[src/rtl/uart_alu_interface.sv]
// -----------------------------------------------------------------------------
// uart_alu_interface
//
// Sequencer between the UART receiver/transmitter and a combinational ALU.
// Collects three received bytes (operand A, operand B, opcode), lets the ALU
// settle for one cycle on the registered operands, captures the result and
// hands it to the transmitter as a single byte, then waits for the
// transmitter's done pulse before accepting the next frame.
//
// Ports:
//   i_clock       system clock, rising edge
//   i_reset       asynchronous, active-low reset
//   i_rx_data     received byte, valid with i_rx_done
//   i_rx_done     one-cycle "byte available" pulse from the receiver
//   i_alu_result  combinational ALU result for o_alu_a/o_alu_b/o_alu_op
//   i_tx_done     one-cycle "stop bit sent" pulse from the transmitter
//   o_alu_a       registered operand A
//   o_alu_b       registered operand B
//   o_alu_op      registered opcode (low OPW bits of the third byte)
//   o_tx_data     registered result byte for the transmitter
//   o_tx_start    one-cycle transmit start pulse (high during SEND)
//   o_busy        high from EXEC through WAIT_DONE
//   o_drop        one-cycle pulse: a byte arrived while busy and was discarded
//   o_timeout     one-cycle pulse: a partial frame was abandoned
// -----------------------------------------------------------------------------
module uart_alu_interface #(
  parameter int DBIT    = 8,
  parameter int OPW     = 6,
  parameter int TIMEOUT = 0,
  parameter int TOW     = 32
) (
  input  logic            i_clock,
  input  logic            i_reset,
  input  logic [DBIT-1:0] i_rx_data,
  input  logic            i_rx_done,
  input  logic [DBIT-1:0] i_alu_result,
  input  logic            i_tx_done,
  output logic [DBIT-1:0] o_alu_a,
  output logic [DBIT-1:0] o_alu_b,
  output logic [OPW-1:0]  o_alu_op,
  output logic [DBIT-1:0] o_tx_data,
  output logic            o_tx_start,
  output logic            o_busy,
  output logic            o_drop,
  output logic            o_timeout
);

  typedef enum logic [2:0] {
    S_WAIT_A,
    S_WAIT_B,
    S_WAIT_OP,
    S_EXEC,
    S_SEND,
    S_WAIT_DONE
  } state_e;

  // Last counter value before the partial frame is abandoned. With the
  // timeout disabled this is 0, which also freezes the counter at 0.
  localparam logic [TOW-1:0] TO_LAST = (TIMEOUT > 0) ? TOW'(TIMEOUT - 1) : '0;
  localparam bit             TO_EN   = (TIMEOUT > 0);

  state_e          state_q,    state_d;
  logic [DBIT-1:0] alu_a_q,    alu_a_d;
  logic [DBIT-1:0] alu_b_q,    alu_b_d;
  logic [OPW-1:0]  alu_op_q,   alu_op_d;
  logic [DBIT-1:0] tx_data_q,  tx_data_d;
  logic            tx_start_q, tx_start_d;
  logic            drop_q,     drop_d;
  logic            timeout_q,  timeout_d;
  logic [TOW-1:0]  cnt_q,      cnt_d;

  logic busy;
  logic expire;

  assign busy   = (state_q == S_EXEC) || (state_q == S_SEND) ||
                  (state_q == S_WAIT_DONE);
  assign expire = TO_EN && (cnt_q == TO_LAST);

  // Saturating increment shared by both operand-wait states.
  function automatic logic [TOW-1:0] cnt_step(input logic [TOW-1:0] c);
    return (c == TO_LAST) ? c : c + TOW'(1);
  endfunction

  always_comb begin
    // NOTE: every signal written here gets a default first, so no path
    // through the case statement can leave one unassigned and infer a latch.
    state_d    = state_q;
    alu_a_d    = alu_a_q;
    alu_b_d    = alu_b_q;
    alu_op_d   = alu_op_q;
    tx_data_d  = tx_data_q;
    tx_start_d = 1'b0;
    timeout_d  = 1'b0;
    cnt_d      = cnt_q;

    unique case (state_q)
      S_WAIT_A: begin
        cnt_d = '0;
        if (i_rx_done) begin
          alu_a_d = i_rx_data;
          state_d = S_WAIT_B;
        end
      end

      S_WAIT_B: begin
        // A byte arriving on the expiry cycle takes priority over the timeout.
        if (i_rx_done) begin
          alu_b_d = i_rx_data;
          cnt_d   = '0;
          state_d = S_WAIT_OP;
        end else if (expire) begin
          timeout_d = 1'b1;
          cnt_d     = '0;
          state_d   = S_WAIT_A;
        end else begin
          cnt_d = cnt_step(cnt_q);
        end
      end

      S_WAIT_OP: begin
        if (i_rx_done) begin
          alu_op_d = i_rx_data[OPW-1:0];
          cnt_d    = '0;
          state_d  = S_EXEC;
        end else if (expire) begin
          timeout_d = 1'b1;
          cnt_d     = '0;
          state_d   = S_WAIT_A;
        end else begin
          cnt_d = cnt_step(cnt_q);
        end
      end

      S_EXEC: begin
        // Operands have been stable for a full cycle; capture the ALU output
        // and raise tx_start so it is high for exactly the SEND cycle.
        tx_data_d  = i_alu_result;
        tx_start_d = 1'b1;
        state_d    = S_SEND;
      end

      S_SEND: begin
        state_d = S_WAIT_DONE;
      end

      S_WAIT_DONE: begin
        if (i_tx_done) begin
          cnt_d   = '0;
          state_d = S_WAIT_A;
        end
      end

      default: begin
        state_d = S_WAIT_A;
      end
    endcase

    // Any byte seen while busy is discarded, including one that coincides
    // with i_tx_done: a new frame never starts on the done cycle.
    drop_d = i_rx_done && busy;
  end

  always_ff @(posedge i_clock or negedge i_reset) begin
    if (!i_reset) begin
      state_q    <= S_WAIT_A;
      alu_a_q    <= '0;
      alu_b_q    <= '0;
      alu_op_q   <= '0;
      tx_data_q  <= '0;
      tx_start_q <= 1'b0;
      drop_q     <= 1'b0;
      timeout_q  <= 1'b0;
      cnt_q      <= '0;
    end else begin
      // NOTE: non-blocking assignments so every register samples the
      // pre-edge values regardless of statement order.
      state_q    <= state_d;
      alu_a_q    <= alu_a_d;
      alu_b_q    <= alu_b_d;
      alu_op_q   <= alu_op_d;
      tx_data_q  <= tx_data_d;
      tx_start_q <= tx_start_d;
      drop_q     <= drop_d;
      timeout_q  <= timeout_d;
      cnt_q      <= cnt_d;
    end
  end

  assign o_alu_a    = alu_a_q;
  assign o_alu_b    = alu_b_q;
  assign o_alu_op   = alu_op_q;
  assign o_tx_data  = tx_data_q;
  assign o_tx_start = tx_start_q;
  assign o_busy     = busy;
  assign o_drop     = drop_q;
  assign o_timeout  = timeout_q;

endmodule

[config.mk]
export PLATFORM = sky130hd
export DESIGN_NAME = uart_alu_interface
export DESIGN_NICKNAME = d
export VERILOG_FILES = /design/src/rtl/uart_alu_interface.sv
export SDC_FILE = /design/constraint.sdc
export NUM_CORES = 1
export LEC_CHECK = 0
export ABC_CLOCK_PERIOD_IN_PS = 1400
export CAP_MARGIN = 5
export CORE_AREA = 2 2 67 62
export CTS_CLUSTER_DIAMETER = 120
export DETAILED_ROUTE_END_ITERATION = 12
export DIE_AREA = 0 0 69 64
export GPL_TIMING_DRIVEN = 0
export PLACE_DENSITY = 0.84
export SLEW_MARGIN = 20
export SYNTH_ARGS = -nofsm -noshare
export SYNTH_HDL_FRONTEND = slang
export SYNTH_SLANG_ARGS = --single-unit
[constraint.sdc]
create_clock -name i_clock -period 1.4 [get_ports i_clock]
set_clock_uncertainty 0.05 [all_clocks]
set_input_delay 0.28 -clock i_clock [delete_from_list [all_inputs] [get_ports i_clock]]
set_output_delay 0.28 -clock i_clock [all_outputs]
set_load 0.005 [all_outputs]
# Word level (Yosys, flattened, before mapping)
# Index checks and enable logic that the tools add are counted.
# totals
word_cells,30
ff_bits,35
# op_classes
reduce_logical,8
eq_ne,9
mux,6
# op_table
cell,n
case mux 3 bit (6 select lines),1
two-way mux 3 bit,4
!= test 2 bit (second input constant),4
== test 3 x 2 -> 1 bit (second input constant),2
== test 3 bit (second input constant),2
AND reduction 2 bit,3
AND reduction 4 bit,1
== test 3 x 1 -> 1 bit (second input constant),1
zero test 3 bit,1
logical OR 1 bit,2
logical AND 1 bit,1
two-way mux 1 bit,1

# Depth between registers and ports, before layout
# depth
ltp_word,4
ltp_mapped,5
ltp_nobuf,3

# Worst setup path before layout
# Ideal clock, no wire load.
# synth_path
path_type,register to register
from,register state_q[2]
to,"register alu_b_q[0], in the netlist o_alu_b[0]"
path_buffers,0
stages_incl_launch_ff,4
arrival_ns,1.277
slack_ns,-0.052
period_less_slack_ns,1.452
setup_time_ns,0.125
path_cell_list,dfrtp_1 -> nand2b_4 -> nor3b_4 -> mux2_2
# synth_between
elab_chain_cells,2
# synth_rtl
item,line,source
"start, declared",62,"state_e state_q, state_d;"
"start signal, assigned",177,state_q <= state_d;
== test 3 x 1 -> 1 bit,96,unique case (state_q)
AND reduction 2 bit (no line),-,
"end signal, assigned",179,alu_b_q <= alu_b_d;
"end, declared",64,"logic [DBIT-1:0] alu_b_q, alu_b_d;"
# No other way between the ends.
# A chain may end at the register's enable or synchronous reset.

# Final worst setup path
# layout_path
from,register state_q[2]
to,"register alu_op_q[4], in the netlist o_alu_op[4]"
# layout_between
elab_chain_cells,2
# layout_rtl
item,line,source
== test 3 x 2 -> 1 bit,96,
AND reduction 2 bit (no line),-,
"end signal, assigned",180,alu_op_q <= alu_op_d;
"end, declared",65,"logic [OPW-1:0] alu_op_q, alu_op_d;"
# No other way between the ends.

==> summary.md <==
| Metric | Value |
|---|---|
| Count of input and output buffers | `52` |
| CP bufs+invs | `2` |
| Ordered list of cells on the worst path | `buf_6 -> nand2b_4 -> buf_12 -> nor2_4 -> mux2_2` |
| Finish-stage setup viols | `24` |
| Post-synthesis net count | `approximately 110` |
| Worst endpoint required time | `1510 ps` |
| Die X | `69 microns` |
| Total count of max-transition violations in the final report | `0` |
| Final layout net count | `183` |
| RSZ-0062 raised after global routing | `yes` |
| Number of cell rows | `21` |
| Pwr Density | `2300 nW/um^2` |
| Maximum Capacitance Violations | `0` |
| I/O pins | `54` |
| Final Power | `approximately 5.4 mW` |
| Initial core utilization | `0.3728` |
| Critical path startpoint category | `flip-flop` |
| Yosys cell types | `20` |
| Class of the tightest hold or removal check | `in2async` |
| Number of antenna violations at the first check in global routing | `0` |
| Post-route non-filler standard cell count | `210` |
| Yosys synthesis warning count | `0` |
| Number of placed cells counting well taps | `roughly 190` |
| Max frequency | `0.6227 GHz` |
| Proportion of layout cells with a drive suffix above 1 | `0.4146` |
| Number of enable flip-flop cells after synthesis | `0` |
| Aggregate global routing overflow | `0` |
| TritonCTS clock tree | `built` |
| Syn avg cell area | `15.76 sq um` |
| Sequential area share after synthesis | `0.6387` |
| Global-route wire length before repair | `5.175 mm` |
| Average detailed-routed wire length per instance | `about 16 microns` |
| TritonCTS Sinks | `35` |
| Total vias in the final route | `973` |
| Status | `finished, violations left` |
| Element type at the critical path end | `flip-flop` |
| Count of endpoints failing hold in the final timing report | `0` |
| Core Box Area | `3679 sq um` |
| Routed Antenna Nets | `0` |
| Crit share post-route | `1.147` |
| Total wirelength of the detailed-routed design | `roughly 3.4 mm` |
| Standby leakage power | `about 1.1 nW` |
| Setup Crit Path Kind | `reg2reg` |
| Startpoint of the most critical setup path | `state_q[2]` |
| Post-DR vias/cell | `4.633` |
| Residual DRC | `0` |
| Largest delay share family, worst path | `simple AND/OR/NAND/NOR gates` |
| Slowest cell on the critical path | `sky130_fd_sc_hd__dfrtp_1` |
| Total clock buffers created by CTS | `5` |
| Final setup slack of the worst path | `-205.8 ps` |
| Arrival time at the worst endpoint | `1720 ps` |
| Area Overhead vs Synth | `70.16%` |
| Syn Std Cell Area | `about 1400 sq um` |
| Post-Syn Instances | `87` |
| Library cell used as clock root buffer | `sky130_fd_sc_hd__clkbuf_8` |
| Worst slew margin relative to its limit | `0.4860` |
| Slew @ Worst Pin | `about 770 ps` |
| Violation count after the first detailed-routing iteration | `40` |
| Largest net degree at the start of global routing | `36` |
| Vias in the first global route | `1094` |
| Share of async-settable or async-resettable flops after synthesis | `1.000` |
| Most used DFF post-synth | `sky130_fd_sc_hd__dfrtp_1` |
| Global placement routability congestion | `0.7984` |
| Worst R2R Start | `state_q[2]` |
| Area of the die | `4416 sq um` |
| Violated checks | `negative setup slack` |
| First-pass DRT Iterations | `4` |
| Number of synthesized register bits | `35` |
| Number of levels in the clock H-tree | `2` |
| Highest cell delay on the worst timing path | `400 ps` |
| Max Root-Sink Buffers | `2` |
| Vertical die dimension | `~64 microns` |
| Final period demand of the worst path | `1606 ps` |
| Clock insertion delay at the later pin of the skew report | `270 ps` |
| Diodes inserted | `0` |
| Total Routing Usage GR | `0.1517` |
| CP Max Fanout | `6` |
| HPWL reported at the end of detailed placement | `approximately 2.1 mm` |
| Clock slew at the register clock pins of the worst setup and hold paths | `70 ps` |
| Maximum ir drop on the vdd rail | `about 1100 uV` |
-- cell families (layout without fill, tap and decap cells) --
| family | Yosys count | count (layout) | synth area share |
|---|---|---|---|
| buffers and inverters | 4 | 81 | 0.01550 |
| and+or+nand+nor | 14 | 14 | 0.08576 |
| DFF | 35 | 35 | 0.6387 |
| AOI/OAI and AO/OA | 3 | 3 | 0.01095 |
| other | 1 | 1 | 0.002735 |
| muxes | 30 | 30 | 0.2463 |
-- final timing paths --
kind / end / slack (ps) / cells past startpoint
max reg2reg: o_alu_op[4] / -210 / 5
min in group i_clock: o_drop / 350 / 2
min: o_alu_b[5] / 30 / 1
max: o_alu_op[4] / -210 / 5
min reg2reg: o_tx_data[2] / 450 / 1
max in group asynchronous: state_q[0] / 740 / 1
-- cell usage in the layout, fill, tap and decap left out --
cell type                         count
sky130_fd_sc_hd__a21oi_1              2
sky130_fd_sc_hd__and2_1               2
sky130_fd_sc_hd__buf_12               3
sky130_fd_sc_hd__buf_2                1
sky130_fd_sc_hd__buf_4                9
sky130_fd_sc_hd__buf_6                9
sky130_fd_sc_hd__bufinv_16            1
sky130_fd_sc_hd__clkbuf_8             6
sky130_fd_sc_hd__clkdlybuf4s50_1     17
sky130_fd_sc_hd__clkinv_2             1
sky130_fd_sc_hd__conb_1               1
sky130_fd_sc_hd__dfrtp_1             34
sky130_fd_sc_hd__dfrtp_2              1
sky130_fd_sc_hd__dlygate4sd2_1       32
sky130_fd_sc_hd__dlymetal6s2s_1       1
sky130_fd_sc_hd__inv_1                1
sky130_fd_sc_hd__mux2_2               9
sky130_fd_sc_hd__mux2_4              21
sky130_fd_sc_hd__nand2_4              1
sky130_fd_sc_hd__nand2b_4             3
sky130_fd_sc_hd__nand3b_1             2
sky130_fd_sc_hd__nor2_1               1
sky130_fd_sc_hd__nor2_4               1
sky130_fd_sc_hd__nor3_4               1
sky130_fd_sc_hd__nor3b_4              1
sky130_fd_sc_hd__nor4b_1              1
sky130_fd_sc_hd__o21ai_1              1
sky130_fd_sc_hd__or3_1                1
-- worst reg2reg max path, stage by stage, from the launching register on --
cell and delay [ps]:
sky130_fd_sc_hd__dfrtp_1 400, sky130_fd_sc_hd__buf_6 130, sky130_fd_sc_hd__nand2b_4 180, sky130_fd_sc_hd__buf_12 140
sky130_fd_sc_hd__nor2_4 230, sky130_fd_sc_hd__mux2_2 370
-- cell usage after synthesis (2+ instances only) --
cell type	n	share of area
sky130_fd_sc_hd__dfrtp_1	35	0.64
sky130_fd_sc_hd__a21oi_1	2	0.0073
sky130_fd_sc_hd__nand2b_1	2	0.0091
sky130_fd_sc_hd__nand3b_1	2	0.011
sky130_fd_sc_hd__mux2_2	30	0.25
sky130_fd_sc_hd__and2_1	2	0.0091
-- flip-flops by register name, indices dropped and copies added (netlist names) --
register    count
o_alu_a         8
o_alu_b         8
o_alu_op        6
o_drop          1
o_tx_data       8
o_tx_start      1
state_q         3
-- power breakdown --
| part | total (mW) | switching (mW) | leakage (nW) | internal, mW |
|---|---|---|---|---|
| sequential | 1.79 | 0.267 | 0.418 | 1.52 |
| clock | 0.914 | 0.338 | 0.0612 | 0.576 |
| combinational | 2.66 | 0.901 | 0.644 | 1.76 |
-- per-stage QoR --
| stage | setup slack (ps) | setup TNS, ps | instance area, sq um | hold slack [ps] | util |
|---|---|---|---|---|---|
| 2_1_floorplan | -33.66 | -269.3 | 1371 | -65.59 | - |
| 3_3_place_gp | -664.8 | -35340 | 1949 | 424.4 | 0.5299 |
| 3_5_place_dp | -621.7 | -12600 | 1944 | 345.8 | 0.5286 |
| 4_1_cts | -220.7 | -3963 | 2231 | 46.67 | 0.6065 |
| 5_1_grt | -245.4 | -4984 | 2333 | 73.48 | 0.6344 |
| 6_report | -205.8 | -3896 | 2333 | 25.94 | 0.6344 |
-- cell type report --
| class | count | area (sq um) |
|---|---|---|
| clock inverter | 2 | 35.03 |
| multi-input combinational | 48 | 580.6 |
| tap | 46 | 57.56 |
| timing repair buffer | 70 | 678.2 |
| sequential | 35 | 877.1 |
| buffer | 2 | 18.77 |
| fill | 275 | 1345 |
| inverter | 1 | 3.754 |
| clock buffer | 6 | 82.58 |
-- per-layer routing --
| metal | track usage | vias to the layer above | wire length [microns] |
|---|---|---|---|
| li1 | - | 448 | - |
| met1 | 0.1626 | 491 | 1310 |
| met2 | 0.2740 | 29 | 1835 |
| met3 | 0.03155 | 5 | 136 |
| met4 | 0.09314 | 0 | 70 |
| met5 | 0 | - | 0 |
-- what timing repair did --
item,4_1_cts,5_1_grt
buffers inserted,18,5
endpoints found under the setup margin,62,32
pin swaps,4,4
gates resized for setup,55,23
hold buffers,0,0
No activity file was read; power rests on OpenSTA's default activity.
==> RTL change 1, RTL diff (config.mk and constraints unchanged) <==
Change the parameter `OPW` from 6 to 5.
--- a/src/rtl/uart_alu_interface.sv
+++ b/src/rtl/uart_alu_interface.sv
@@ -27,3 +27,3 @@
   parameter int DBIT    = 8,
-  parameter int OPW     = 6,
+  parameter int OPW     = 5,
   parameter int TIMEOUT = 0,
Ports: changed (resized o_alu_op); port bits go from 54 to 53. The function was not compared with the original's and may differ.
==> RTL change 1 against the unedited design <==
- the run still ends with setup timing left
- setup slack better by 0.035 ns
- sequential cell count is 1 lower
- critical path depth stayed put
- maximum frequency is 2.3% higher
- wire length is 11% higher
- cell area is 1.1% higher
- utilization is 0.71 points higher
- synthesized area is 2.7% lower
- total power is 4.3% higher
- critical path type unchanged
- largest cell class unchanged
- highest routed layer unchanged
==> RTL change 1: results (changes against the unedited design) <==
[global_route]
grt_pass1_vias=1224  ; +12%
grt_usage_pct=18.9  ; +3.8 points
grt_pass1_wl_um=6350  ; +23%
grt_max_degree=35  ; -2.8%

[cells_and_area]
diodes=0  ; unchanged
drive_gt1_share_pct=45.3  ; +3.8 points
stdcell_count=216  ; +2.9%
nets=189  ; +3.3%

[logic_synthesis]
ys_top_cells_by_area=dfrtp_1 64%, mux2_2 24%, nor3b_4 1.4%
synth_common_cells=34 x dfrtp_1, 29 x mux2_2
yosysWarnings=0  ; unchanged
synth_area_per_cell_sq_um=15.7  ; -0.45%
synthesis.nets=105  ; -1.9%
seq_area_frac_synth_pct=63.8  ; -0.079 points

[detailed_routing]
drt-total-wl_um=3700  ; +11%
vias_per_cell=4.63  ; about the same
drt_iter0_drc=50  ; +25%

[sta]
setup_ws_ns=-0.170  ; +0.0354 ns
setup_viol=23  ; -4.2%
relSlewSlack_pct=49.9  ; +1.3 points

[clock_network]
insertion_delay_ns=0.28
clkTransAtPathRegs_ns=0.07  ; about the same

[critical_path]
r2r_cells=5  ; unchanged
worstPathArrival_ns=1.69  ; -0.03 ns
cp_max_fo=5  ; -1

[power]
ir_worst_vdd_v=0.00112  ; +1.2%
leakage_nw=1.14  ; +1.9%
power_switching_w=0.00154  ; +2.5%

[placed_design]
routabilityCongestion=0.727  ; -8.9%
pre_cts_slack_ns=-0.645  ; -0.0234 ns
placed_cells=182  ; -1.6%
dp_hpwl_um=2260  ; +5.4%
numPortBuffers=51  ; -1.9%

[run_status]
outcome=finished with violations
violations=setup timing

-- RTL change 1: cell type report --
type,count,area (sq um)
inverters,1,3.75
well taps,46,57.6
clock inverters,2,60.1
multi-input cells,47,574
clock buffers,6,82.6
repair buffers,79,722
plain buffers,1,7.51
fillers,283,1320
flip-flops and latches,34,852
-- RTL change 1: timing repair --
item,4_1_cts,5_1_grt
pin swaps,4,3
gates resized for setup,80,4
setup buffers,34,2
setup endpoints to repair,60,31
hold buffers,0,0
-- RTL change 1: stage by stage --
step	cell area (sq um)	TNS, ns	hold WS [ns]	power [W]
4_1_cts	2400	-3.88	0.0270	0.00563
3_5_place_dp	1900	-13.51	0.334	0.00384
2_1_floorplan	1330	-0.247	-0.0656	0.00261
6_report	2360	-3.25	0.00671	0.00560
3_3_place_gp	1900	-31.73	0.420	0.00370
5_1_grt	2360	-4.38	0.0634	0.00593
-- RTL change 1: final timing paths --
path                               from           end  slack [ns]
setup / recovery             state_q[2]    o_alu_b[2]       -0.17
hold / removal                  i_reset  o_tx_data[7]       0.007
setup reg to reg             state_q[2]    o_alu_b[2]       -0.17
hold reg to reg            o_tx_data[0]  o_tx_data[0]        0.45
max in group asynchronous       i_reset    state_q[0]        0.77
min in group i_clock       o_tx_data[0]  o_tx_data[0]        0.45
-- RTL change 1: power groups by stage --
stage / combinational, W / sequential (W) / clock (W)
after global placement: 0.00198 / 0.00172 / 0
final: 0.00275 / 0.00174 / 0.00111
after global routing: 0.00295 / 0.00180 / 0.00118
after detailed placement: 0.00207 / 0.00178 / 0
after floorplan: 0.000834 / 0.00178 / 0
after CTS: 0.00279 / 0.00171 / 0.00112
-- RTL change 1: routing by layer --
layer | share of wire, % | up-vias | routed length, um | track usage (%)
li1 | - | 461 | - | -
met1 | 39 | 499 | 1440 | 20.0
met2 | 55 | 34 | 2040 | 35.8
met3 | 3.8 | 7 | 142 | 4.89
met4 | 2.2 | 0 | 80 | 7.60
met5 | 0 | - | 0 | 0
-- RTL change 1: worst max-delay path, stage by stage (launching register included) --
cell and delay [ns]:
dfrtp_1 0.40, buf_6 0.12, nand2b_4 0.17, nor3b_4 0.23
buf_6 0.18, mux2_4 0.30
-- RTL change 1: cell families after synthesis --
family / share of synthesized area [%]
and+or+nand+nor: 8.72
buffers and inverters: 1.59
other: 0.281
DFF: 63.8
AOI/OAI and AO/OA: 1.13
muxes: 24.5
==> RTL change 2, RTL diff (config.mk and constraints unchanged) <==
Made on the original files. Make the reset (`i_reset`) synchronous in one clocked block. Comments in the files are not updated.
--- a/src/rtl/uart_alu_interface.sv
+++ b/src/rtl/uart_alu_interface.sv
@@ -162,3 +162,3 @@
 
-  always_ff @(posedge i_clock or negedge i_reset) begin
+  always_ff @(posedge i_clock) begin
     if (!i_reset) begin
Behaviour: differs if i_reset is asserted again (counterexample within 4 cycles, from zero or initial values and one cycle with i_reset low); with i_reset held inactive, the same outputs for 10 cycles.
==> RTL change 2 against the unedited design <==
- sequential cell count unchanged
- setup slack better by 0.19 ns
- synthesized area down 4.6%
- the flow still finishes with violations (setup timing)
- cell area down 13%
- final cell count up 14%
- highest routed layer unchanged
- wire length down 14%
- critical path depth down 1
- die area unchanged
- hold slack better by 0.31 ns
Power is not compared: it rests on default switching activity, and its combinational part moved more than twofold at a synthesized area within 25%.
==> RTL change 2: results (changes against the unedited design) <==
[run_status]
outcome=finished with violations
violations=setup timing

[logic_synthesis]
synthFlopType=dfxtp_1
synthesis.nets=152  ; +42%
async_reset_ff_share_pct=0  ; -100 points
seq_area_frac_synth_pct=53.5  ; -10 points

[detailed_routing]
wl_met2_um=1380  ; -25%
vias_per_cell=4.68  ; +1.1%
wl_met3_um=188  ; +38%
wl_met1_um=1300  ; -1.1%
drt_iter0_drc=21  ; -48%
wl_per_cell_um=12.1  ; -24%

[sta]
hold_slack_ns=0.336  ; +0.310 ns
tightestPinTransition_ns=0.547  ; -0.224 ns
setup_viol=2  ; -92%
setup_ws_ns=-0.0129  ; +0.193 ns

[placed_design]
routabilityCongestion=0.732  ; -8.3%
dp_hpwl_um=2160  ; +0.76%

[critical_path]
cp_max_fo=8  ; +2
worstPathArrival_ns=1.54  ; -0.18 ns
r2r_cells=4  ; -1

[global_route]
use_met3_pct=5.84  ; +2.7 points
use_met2_pct=21.2  ; -6.3 points
grt_pass1_wl_um=4700  ; -9.2%
grt_usage_pct=13.5  ; -1.7 points
gr-usage-met1_pct=16.7  ; +0.49 points
grt_max_degree=13  ; -64%

## RTL change 2: changes by cell type after synthesis, moves of 2 or more
cell and change:
dfrtp_1 -35, dfxtp_1 +35, mux2_2 -30, mux2i_1 +16
nor2_1 +16, nand3_1 +12, nand2_1 +8, o21ai_2 +7
o21ai_0 +5, clkbuf_1 +4, and2_1 -2, buf_2 +2
nand3_2 +2
## RTL change 2: timing repair
| action | in CTS | in global routing |
|---|---|---|
| cloned | 0 | 1 |
| endpoints found under the hold margin | 0 | 0 |
| pin swaps | 0 | 5 |
| endpoints found under the setup margin | 49 | 12 |
| buffers inserted | 1 | 1 |
| resized for setup | 45 | 7 |
## RTL change 2: stage by stage
step / setup slack (ns) / instance area [sq um] / TNS, ns / std cells / util (%)
2_1_floorplan: 0.00362 / 1320 / 0 / 132 / -
3_3_place_gp: -0.494 / 1890 / -8.84 / 229 / 51.4
3_5_place_dp: -0.516 / 1890 / -9.43 / 229 / 51.4
4_1_cts: -0.0676 / 1980 / -0.269 / 238 / 53.9
5_1_grt: -0.0593 / 2020 / -0.296 / 239 / 54.9
6_report: -0.0129 / 2020 / -0.0258 / 239 / 54.9
## RTL change 2: cell type report
cell class	count	area, sq um
buffer	9	53.8
clock buffer	5	68.8
clock inverter	3	43.8
fill	364	1660
inverter	2	7.51
multi-input combinational	85	563
sequential	35	721
tap	46	57.6
timing repair buffer	54	504
## RTL change 2: how the worst min path moves through the flow
stage	startpoint	end	cells after the start
6_report	i_reset	o_alu_a[5]	3
5_1_grt	i_reset	o_alu_a[5]	3
4_1_cts	i_reset	o_alu_a[3]	3
3_5_place_dp	o_alu_a[2]	o_alu_a[2]	2
3_3_place_gp	o_alu_a[2]	o_alu_a[2]	2
2_1_floorplan	i_rx_data[6]	o_alu_a[6]	2
## RTL change 2: worst max-delay path, cell delays in order, from the launching register on
cell,delay [ns]
dfxtp_4,0.37
or4b_4,0.62
buf_8,0.17
nand3_2,0.05
o21ai_2,0.05
## RTL change 2: logic make-up after synthesis
kind of cell	after synthesis	synth area share [%]
AO/OA/AOI/OAI	18	9.56
buffers and inverters	12	4.59
flip-flops	35	53.5
multiplexers	16	12.2
other	1	0.287
AND/OR/NAND/NOR	50	19.8
## RTL change 2: power by group through the flow
stage          Clock, W  Sequential [W]  Combinational, W
2_1_floorplan         0         0.00109          0.000128
3_3_place_gp          0         0.00108          0.000276
3_5_place_dp          0         0.00109          0.000279
4_1_cts        0.000914         0.00106          0.000259
5_1_grt        0.000969         0.00107          0.000299
6_report       0.000887         0.00106          0.000274
